## config.mk

```make
export PLATFORM = sky130hd
export DESIGN_NAME = radar_pulse_sequencer
export DESIGN_NICKNAME = d
export VERILOG_FILES = /design/src/rtl/radar_pulse_sequencer.sv
export SDC_FILE = /design/constraint.sdc
export NUM_CORES = 1
export LEC_CHECK = 0
export CORE_MARGIN = 5
export CORE_UTILIZATION = 40
export DETAILED_ROUTE_END_ITERATION = 8
export DONT_BUFFER_PORTS = 1
export GPL_ROUTABILITY_DRIVEN = 0
export MAX_ROUTING_LAYER = met4
export PLACE_DENSITY = 0.57
export SLEW_MARGIN = 0
export SYNTH_ARGS = -nofsm -noshare
export SYNTH_HDL_FRONTEND = slang
export SYNTH_SLANG_ARGS = --single-unit
export TNS_END_PERCENT = 20
```

## constraint.sdc

```tcl
create_clock -name clk -period 9.3 [get_ports clk]
set_input_delay 1.86 -clock clk [delete_from_list [all_inputs] [get_ports clk]]
set_output_delay 1.86 -clock clk [all_outputs]
set_load 0.02 [all_outputs]
```

## src/rtl/radar_pulse_sequencer.sv

```systemverilog
// radar_pulse_sequencer: PRI scheduler for the DAC/ADC loopback.
// Optional DAC sleep with wake lead time: define DAC_SLEEP_EN.
`timescale 1ns/1ps
module radar_pulse_sequencer #(
   parameter int CNT_W  = 16,
   parameter int ADDR_W = 10,
   parameter int WAKE   = 8
) (
   input  logic              clk,
   input  logic              rst_n,
   input  logic              start,
   input  logic              stop,
   input  logic [CNT_W-1:0]  pri,
   input  logic [CNT_W-1:0]  pw,
   input  logic [CNT_W-1:0]  rx_dly,
   input  logic [CNT_W-1:0]  rx_len,
   output logic              busy,
   output logic              pulse_sof,
   output logic              tx_en,
   output logic [ADDR_W-1:0] wave_addr,
   output logic              rx_en,
   output logic [CNT_W-1:0]  rx_idx,
   output logic [15:0]       pulse_cnt,
   output logic              cfg_err,
   output logic              sleep_dac
);

`ifdef DAC_SLEEP_EN
   localparam logic SLEEP_ON = 1'b1;
   localparam int   WK_W     = $clog2(WAKE + 1);
   typedef enum logic [1:0] {IDLE = 2'd0, WAKEUP = 2'd1, RUN = 2'd2} state_t;
   logic [WK_W-1:0] w_q, w_n;
`else
   localparam logic SLEEP_ON = 1'b0;
   typedef enum logic [1:0] {IDLE = 2'd0, RUN = 2'd2} state_t;
`endif

   state_t           state_q, state_n;
   logic [CNT_W-1:0] t_q, t_n;
   logic [CNT_W-1:0] pri_s, pw_s, dly_s, len_s;
   logic [CNT_W-1:0] pri_n, pw_n, dly_n, len_n;
   logic             stop_q, stop_n;
   logic             err_q, err_n;
   logic [15:0]      cnt_q, cnt_n;
   logic             sof_n;
   logic             cfg_ok, last, sp;

   // Configuration check with one spare bit so rx_dly+rx_len cannot wrap.
   always_comb begin
      cfg_ok = ({1'b0, pri} >= (CNT_W+1)'(2))
             && (pw != '0)
             && (pw <= pri)
             && (rx_len != '0)
             && (({1'b0, rx_dly} + {1'b0, rx_len}) <= {1'b0, pri});
   end

   // Next-state logic: idle/wakeup/run sequencing and per-PRI re-latching.
   always_comb begin
      state_n = state_q;
      t_n     = t_q;
      pri_n   = pri_s;
      pw_n    = pw_s;
      dly_n   = dly_s;
      len_n   = len_s;
      stop_n  = stop_q;
      err_n   = err_q;
      cnt_n   = cnt_q;
      sof_n   = 1'b0;
`ifdef DAC_SLEEP_EN
      w_n     = w_q;
`endif
      sp      = stop_q | stop;
      last    = (t_q == pri_s - CNT_W'(1));
      unique case (state_q)
         IDLE: begin
            if (start && !stop) begin
               if (cfg_ok) begin
                  pri_n  = pri;
                  pw_n   = pw;
                  dly_n  = rx_dly;
                  len_n  = rx_len;
                  cnt_n  = '0;
                  err_n  = 1'b0;
                  stop_n = 1'b0;
                  t_n    = '0;
`ifdef DAC_SLEEP_EN
                  state_n = WAKEUP;
                  w_n     = '0;
`else
                  state_n = RUN;
                  sof_n   = 1'b1;
`endif
               end else begin
                  err_n = 1'b1;
               end
            end
         end
`ifdef DAC_SLEEP_EN
         WAKEUP: begin
            if (w_q == WK_W'(WAKE - 1)) begin
               stop_n = 1'b0;
               if (sp) begin
                  state_n = IDLE;
               end else if (cfg_ok) begin
                  pri_n   = pri;
                  pw_n    = pw;
                  dly_n   = rx_dly;
                  len_n   = rx_len;
                  state_n = RUN;
                  t_n     = '0;
                  sof_n   = 1'b1;
               end else begin
                  state_n = IDLE;
                  err_n   = 1'b1;
               end
            end else begin
               w_n    = w_q + WK_W'(1);
               stop_n = sp;
            end
         end
`endif
         RUN: begin
            if (last) begin
               stop_n = 1'b0;
               if (sp) begin
                  state_n = IDLE;
               end else if (cfg_ok) begin
                  pri_n = pri;
                  pw_n  = pw;
                  dly_n = rx_dly;
                  len_n = rx_len;
                  t_n   = '0;
                  sof_n = 1'b1;
               end else begin
                  state_n = IDLE;
                  err_n   = 1'b1;
               end
            end else begin
               t_n    = t_q + CNT_W'(1);
               stop_n = sp;
            end
         end
         default: state_n = IDLE;
      endcase
      if (sof_n && (cnt_n != 16'hFFFF))
         cnt_n = cnt_n + 16'd1;
   end

   // Control state and shadow configuration registers.
   always_ff @(posedge clk or negedge rst_n) begin
      if (!rst_n) begin
         state_q <= IDLE;
         t_q     <= '0;
         pri_s   <= '0;
         pw_s    <= '0;
         dly_s   <= '0;
         len_s   <= '0;
         stop_q  <= 1'b0;
         err_q   <= 1'b0;
         cnt_q   <= '0;
`ifdef DAC_SLEEP_EN
         w_q     <= '0;
`endif
      end else begin
         state_q <= state_n;
         t_q     <= t_n;
         pri_s   <= pri_n;
         pw_s    <= pw_n;
         dly_s   <= dly_n;
         len_s   <= len_n;
         stop_q  <= stop_n;
         err_q   <= err_n;
         cnt_q   <= cnt_n;
`ifdef DAC_SLEEP_EN
         w_q     <= w_n;
`endif
      end
   end

   logic             run_n, tx_n, rx_n, sleep_n;
   logic [CNT_W:0]   lead;

   // Window decode from the upcoming state so every output is a flop.
   always_comb begin
      run_n = (state_n == RUN);
      tx_n  = run_n && (t_n < pw_n);
      rx_n  = run_n
            && ({1'b0, t_n} >= {1'b0, dly_n})
            && ({1'b0, t_n} < ({1'b0, dly_n} + {1'b0, len_n}));
      lead  = {1'b0, pri_n} - {1'b0, t_n} - (CNT_W+1)'(1);
      sleep_n = SLEEP_ON
              & ((state_n == IDLE)
              | (run_n && (t_n >= pw_n) && (lead >= (CNT_W+1)'(WAKE))));
   end

   // Registered outputs.
   always_ff @(posedge clk or negedge rst_n) begin
      if (!rst_n) begin
         busy      <= 1'b0;
         pulse_sof <= 1'b0;
         tx_en     <= 1'b0;
         wave_addr <= '0;
         rx_en     <= 1'b0;
         rx_idx    <= '0;
         sleep_dac <= SLEEP_ON;
      end else begin
         busy      <= (state_n != IDLE);
         pulse_sof <= sof_n;
         tx_en     <= tx_n;
         wave_addr <= tx_n ? t_n[ADDR_W-1:0] : '0;
         rx_en     <= rx_n;
         rx_idx    <= rx_n ? (t_n - dly_n) : '0;
         sleep_dac <= sleep_n;
      end
   end

   assign pulse_cnt = cnt_q;
   assign cfg_err   = err_q;

endmodule

```

==> results_dict.tcl, run 1 <==
set metrics [dict create \
    cts.clk_slew.worst_paths_ps 60 \
    post_synth_num_cell_types 79 \
    synthesis.area_per_instance_sq_um 9.134 \
    dominantRegCellSynth "sky130_fd_sc_hd__dfrtp_1" \
    maxSlewHeadroom_pct 44.29 \
    grt_start_max_net_pins 131 \
    cp.arrival_ps 9230 \
    fillers 2273 \
    post_route_cells_drive_above_1_share_pct 18.72 \
    buffer_ports.inserted 0 \
    met2_usage_pct 37.01 \
    cellLeakagePower_nw 5.412 \
    cts_tree "yes" \
    clock-skew-final_ps 13.02 \
    min_period_over_period_pct 95.54 \
    total_congestion_overflow_after_global_routing 0 \
    critical-path-slowest-cell "sky130_fd_sc_hd__o311a_1" \
    global_route_layer_with_the_greatest_usage "met2" \
    instances_no_fill 1457 \
    htreeDepth 4 \
    detail_route.first_pass.iterations 5 \
    peakVddDrop_v 0.0002512 \
    ys_seq_elements 130 \
    maxClockFrequency_mhz 112.5 \
    synth.cell_area_sq_um 9582 \
    placed_cells 1409 \
    cpPeakStageDelay_ps 380 \
    grt_first_pass_wirelength_microns 45790 \
    timing.final.ws_setup_ps 414.7 \
    tightestPinTransition_ps 814.6 \
    finalHoldViolations 0 \
    design.core.area_sq_um 23540 \
    outcome "complete, no violations" \
    grt_pass1_vias 7903 \
    grtUsageMet1_pct 29.62 \
    dpl-instance-area_sq_um 10440 \
    period_needed_ps 8885 \
    die_width_microns 164.8 \
    critPathMostFrequentCell "sky130_fd_sc_hd__a21oi_2" \
    routed_wl_microns 29590 \
    cts_inserted_buffers 17 \
    initial_utilization_pct 40.70 \
    synthesis.yosys.warnings 0 \
    rsz0062_at_grt "true" \
    placement_rows 56 \
    startpoint_type "input port" \
    critical_path_peak_fanout 7 \
    nNetsFinal 1307 \
    route.detailed.wl_per_inst_microns 20.31 \
    num_vias 8137 \
    yosysSeqAreaShare_pct 33.95 \
    cts_root_buffer "sky130_fd_sc_hd__clkbuf_16" \
    max-cap-violations 0 \
    clk_latency_ps 420 \
    initial_antenna_violation_count 0 \
    post-dp-hpwl_microns 23490 \
    layout.cell_area.non_filler_sq_um 11380 \
    drt_drc 0 \
    die_area_sq_um 27150 \
    clock_sink_count 130 \
    synth_edf_count 0 \
    use_met3_pct 5.241 \
    timing_max_transition_violations_final 0 \
    pre_cts_slack_ps -262.1 \
    die_h_microns 164.8 \
    setup.worst_path.class "input port to flop" \
    detail-route-antenna-nets 0 \
    area_growth_syn_to_layout_pct 18.74 \
    detailedRoute.firstIterationViolations 489 \
    insertedDiodeCount 0 \
    grt.total_usage_pct 22.75 \
    synthCells 1049 \
    floorplan.io_pins 116 \
    setup_viol 0 \
    tns_ps 0 \
    postSynth.asyncResetShare_pct 100.0 \
    viasPerCell 5.585 \
    crit_path_end_kind "flop" \
    worst_hold_path_type "flop to flop" \
    worst_ep_required_time_ps 9640 \
    power.density_nw_per_um2 319.1 \
    ctsLongestPathBuffers 2 \
]
synthesized netlist by cell type (24+ instances only):
cell / count / share of area, %
sky130_fd_sc_hd__a21o_1: 25 / 2.0
sky130_fd_sc_hd__a21oi_1: 75 / 3.9
sky130_fd_sc_hd__dfrtp_1: 130 / 34
sky130_fd_sc_hd__inv_1: 79 / 3.1
sky130_fd_sc_hd__a22oi_1: 24 / 1.9
sky130_fd_sc_hd__nor3_1: 30 / 1.6
sky130_fd_sc_hd__nand2_1: 66 / 2.6
sky130_fd_sc_hd__o21ai_0: 44 / 2.3
sky130_fd_sc_hd__ha_1: 111 / 14
sky130_fd_sc_hd__mux2_2: 34 / 4.0
sky130_fd_sc_hd__xnor2_1: 35 / 3.2
sky130_fd_sc_hd__nor2_1: 81 / 3.2
sky130_fd_sc_hd__xor2_1: 24 / 2.2
metal layers:
layer  share of wire (%)  vias to the layer above
met1                  44                     3952
met2                  49                      202
met5                   0                        -
met3                 5.5                       20
met4                0.98                        0
li1                    -                     3963
cells by family after synthesis:
kind of cell	share of synthesized area, %
DFF	33.95
muxes	4.727
AOI/OAI and AO/OA	18.48
other	0.03914
xor gates and xnor gates	5.393
buffers and inverters	4.348
adders and majority gates	15.34
and+or+nand+nor	17.72
sequential cells by signal, summed over array words and instances, names as in the netlist:
| signal | count |
|---|---|
| pulse_sof | 1 |
| dly_s | 16 |
| pw_s | 16 |
| cfg_err | 1 |
| tx_en | 1 |
| pulse_cnt | 16 |
| wave_addr | 10 |
| state_q | 2 |
| rx_en | 1 |
| rx_idx | 16 |
| t_q | 16 |
| busy | 1 |
| len_s | 16 |
| pri_s | 16 |
| stop_q | 1 |
power breakdown:
part / switching [mW] / internal, mW
logic: 1.09 / 0.964
registers: 0.168 / 0.737
clock network: 0.276 / 0.400
total: 1.53 / 2.10
final timing paths:
path	from	to	slack [ps]	cells past startpoint
min in group asynchronous	rst_n	pri_s[6]	1130	0
max in group asynchronous	rst_n	rx_idx[6]	7990	0
min	pw_s[2]	pw_s[2]	500	2
max reg2reg	pri_s[0]	rx_idx[13]	2270	33
max	rx_dly[1]	rx_idx[13]	410	45
min reg2reg	pw_s[2]	pw_s[2]	500	2
cell usage in the layout, fill, tap and decap left out, drive strengths merged, types with 17 or more instances in the layout:
cell      n
xnor2    35
mux2     34
buf      83
nand2    66
a21o     25
nand3    19
inv      85
ha      111
nor4     17
a22oi    24
a21oi    76
nor3     32
dfrtp   130
o21ai    50
nand4    20
clkbuf   19
xor2     24
nor2     81
through the flow:
| step | power [mW] | util, % | hold WS, ps |
|---|---|---|---|
| 2_1_floorplan | 2.242 | - | 452.9 |
| 3_3_place_gp | 2.793 | 44.33 | 478.8 |
| 3_5_place_dp | 2.801 | 44.33 | 488.4 |
| 4_1_cts | 3.495 | 46.80 | 503.1 |
| 5_1_grt | 3.927 | 48.33 | 528.7 |
| 6_report | 3.631 | 48.33 | 502.1 |
area by class of cell:
| class | count | area [sq um] | area share [%] |
|---|---|---|---|
| Tap cell | 319 | 399.1 | 3.508 |
| Multi-Input combinational cell | 814 | 6185 | 54.36 |
| Timing Repair Buffer | 83 | 663.1 | 5.829 |
| Inverter | 79 | 296.5 | 2.606 |
| Clock buffer | 19 | 432.9 | 3.805 |
| Clock inverter | 13 | 147.6 | 1.298 |
| Sequential cell | 130 | 3253 | 28.59 |
worst max-delay path: cells and delay by family:
family	cells	cell delay, ps
compound gates	30	4710
fa+ha+maj	5	1280
simple gates	5	750
buf+inv	3	270
mux	1	240
xor+xnor	1	90
repair_timing:
item / 4_1_cts / 5_1_grt
endpoints found under the setup margin: 0 / 17
setup buffers: 0 / 16
hold buffers: 0 / 0
gates resized for setup: 0 / 47
Power figures use the tool's default switching activity.
==> inputs of run 2 (changes only) <==
SKIP_CTS_REPAIR_TIMING = 1   (was not set)
==> results of run 2 <==
Final layout, timing and power as in run 1 (identical DEF).
==> inputs of run 3 (changes only) <==
DONT_BUFFER_PORTS = not set   (was 1)
HOLD_SLACK_MARGIN = 0.02   (was not set)
PLACE_DENSITY = not set   (was 0.57)
==> run 3 against run 2 <==
Net effect:
- clock skew down 3.5 ps
- largest cell class unchanged
- highest routed layer unchanged
- cell count up 12%
- core utilization up 7.3 points
- register-to-register slack worse by 140 ps
- total power up 7.9%
- largest power group unchanged
- worst setup slack worse by 340 ps
- critical endpoint is now rx_idx[0]
- routed wire length up 4.9%
==> results_dict.tcl, run 3 (synthesized netlist as in run 1, its figures left out) <==
set metrics [dict create \
    multi_input_area_sq_um 6257 \
    routed_wl_microns 31030 \
    post-dp-hpwl_microns 24490 \
    viasPerCell 5.445 \
    startpoint_type "input port" \
    max-cap-violations 0 \
    rsz0062_at_grt "true" \
    cts_inserted_buffers 17 \
    worst_setup_path_startpoint "rx_len[0]" \
    power.density_nw_per_um2 298.9 \
    tightestPinTransition_ps 949.1 \
    detail_route.first_pass.iterations 5 \
    nNetsFinal 1487 \
    area.sequential_sq_um 3253 \
    area_growth_syn_to_layout_pct 36.75 \
    grt.total_usage_pct 23.36 \
    cts.clk_slew.worst_paths_ps 60 \
    timing_max_transition_violations_final 0 \
    tns_ps 0 \
    initial_antenna_violation_count 0 \
    route.detailed.wl_per_inst_microns 18.96 \
    floorplan.io_pins 116 \
    combinationalPowerShare_pct 60.0 \
    detailedRoute.firstIterationViolations 601 \
    htreeDepth 4 \
    outcome "complete, no violations" \
    maxSlewHeadroom_pct 36.72 \
    grt_first_pass_wirelength_microns 47490 \
    worst_ep_required_time_ps 9650 \
    switching_share_pct 41.24 \
    internal_power_mw 2.301 \
    reg2reg_from "pri_s[0]" \
    insertedDiodeCount 0 \
    maxClockFrequency_mhz 108.4 \
    critPathMostFrequentCell "sky130_fd_sc_hd__a21o_1" \
    cts_tree "yes" \
    crit_path_end_kind "flop" \
    min_period_over_period_pct 99.22 \
    die_area_sq_um 27150 \
    buffer_ports.inserted 114 \
    clk_latency_ps 420 \
    design.core.area_sq_um 23540 \
    finalHoldViolations 0 \
    mostFrequentLayoutCells "144 x sky130_fd_sc_hd__buf_4, 130 x sky130_fd_sc_hd__dfrtp_1, 102 x sky130_fd_sc_hd__ha_1" \
    pwr-share-seq_pct 22.6 \
    instances_no_fill 1637 \
    cts_root_buffer "sky130_fd_sc_hd__clkbuf_16" \
    cpPeakStageDelay_ps 350 \
    die_width_microns 164.8 \
    critical_path_peak_fanout 8 \
    detail-route-antenna-nets 0 \
    drt_drc 0 \
    cellLeakagePower_nw 6.274 \
    ctsLongestPathBuffers 2 \
    worst_hold_path_type "flop to flop" \
    netSwitchingPower_mw 1.615 \
    clock-skew-final_ps 9.507 \
    clock_power_share_pct 17.4 \
    placed_cells 1595 \
    clock_sink_count 130 \
    post_route_cells_drive_above_1_share_pct 22.38 \
    setup.worst_path.class "input port to flop" \
    layout.cells.most_common "sky130_fd_sc_hd__buf_4" \
    period_needed_ps 9228 \
    fillers 2133 \
    initial_utilization_pct 40.70 \
    critical-path-slowest-cell "sky130_fd_sc_hd__maj3_2" \
    die_h_microns 164.8 \
    grt_start_max_net_pins 76 \
    grt_pass1_vias 8868 \
    timing.hold.worst.start "pw_s[13]" \
    peakVddDrop_v 0.0001911 \
    total_congestion_overflow_after_global_routing 0 \
    placement_rows 56 \
    cp.arrival_ps 9580 \
    num_vias 8914 \
    setup_viol 0 \
]
run 3: power by group through the flow:
stage | logic [mW] | registers (mW) | clock network, mW
after detailed placement | 2.22 | 0.889 | 0
after floorplan | 1.39 | 0.847 | 0
after CTS | 2.24 | 0.881 | 0.690
after global routing | 2.61 | 0.906 | 0.717
final | 2.35 | 0.885 | 0.681
after global placement | 2.20 | 0.887 | 0
run 3: area by class of cell:
class / count / area share (%)
sequential: 130 / 24.83
inverter: 79 / 2.263
clock buffer: 17 / 3.247
timing repair buffer: 262 / 17.56
tap: 319 / 3.046
clock inverter: 15 / 1.299
multi-input combinational: 815 / 47.76
run 3: path summary, 6_finish.rpt:
kind                                end  depth (start not counted)  slack [ps]
max                           rx_idx[0]                         49          70
min                            pw_s[13]                          1         500
max reg2reg                   rx_idx[0]                         34        2130
min reg2reg                    pw_s[13]                          1         500
max in group asynchronous     pri_s[12]                          2        6560
min in group asynchronous  pulse_cnt[5]                          1        1380
run 3: worst max-delay path, delay by kind of cell:
kind | cells | cell delay, ps
AO/OA/AOI/OAI | 25 | 3780
AND/OR/NAND/NOR | 12 | 1670
adder cells (fa/ha/maj) | 6 | 1470
buffers and inverters | 4 | 520
XOR/XNOR | 2 | 280
run 3: per-layer routing:
| layer | up-vias | track usage (%) | wire, microns | share of wire (%) |
|---|---|---|---|---|
| met3 | 47 | 3.993 | 1471 | 4.7 |
| met2 | 208 | 37.91 | 15080 | 49 |
| li1 | 4319 | - | - | - |
| met5 | - | - | 0 | 0 |
| met1 | 4340 | 30.55 | 13770 | 44 |
| met4 | 0 | 5.974 | 710 | 2.3 |
run 3: metrics by stage:
stage	hold WS [ps]	setup slack (ps)	utilization (%)	cell area, sq um	power, mW
after detailed placement	487.3	-945.8	51.48	12120	3.109
after global placement	479.4	-747.4	51.48	12120	3.086
after global routing	512.8	-391.3	55.65	13100	4.232
after CTS	500.1	-593.9	54.01	12710	3.813
final	497.0	72.38	55.65	13100	3.916
after floorplan	452.9	1.621	-	9669	2.242
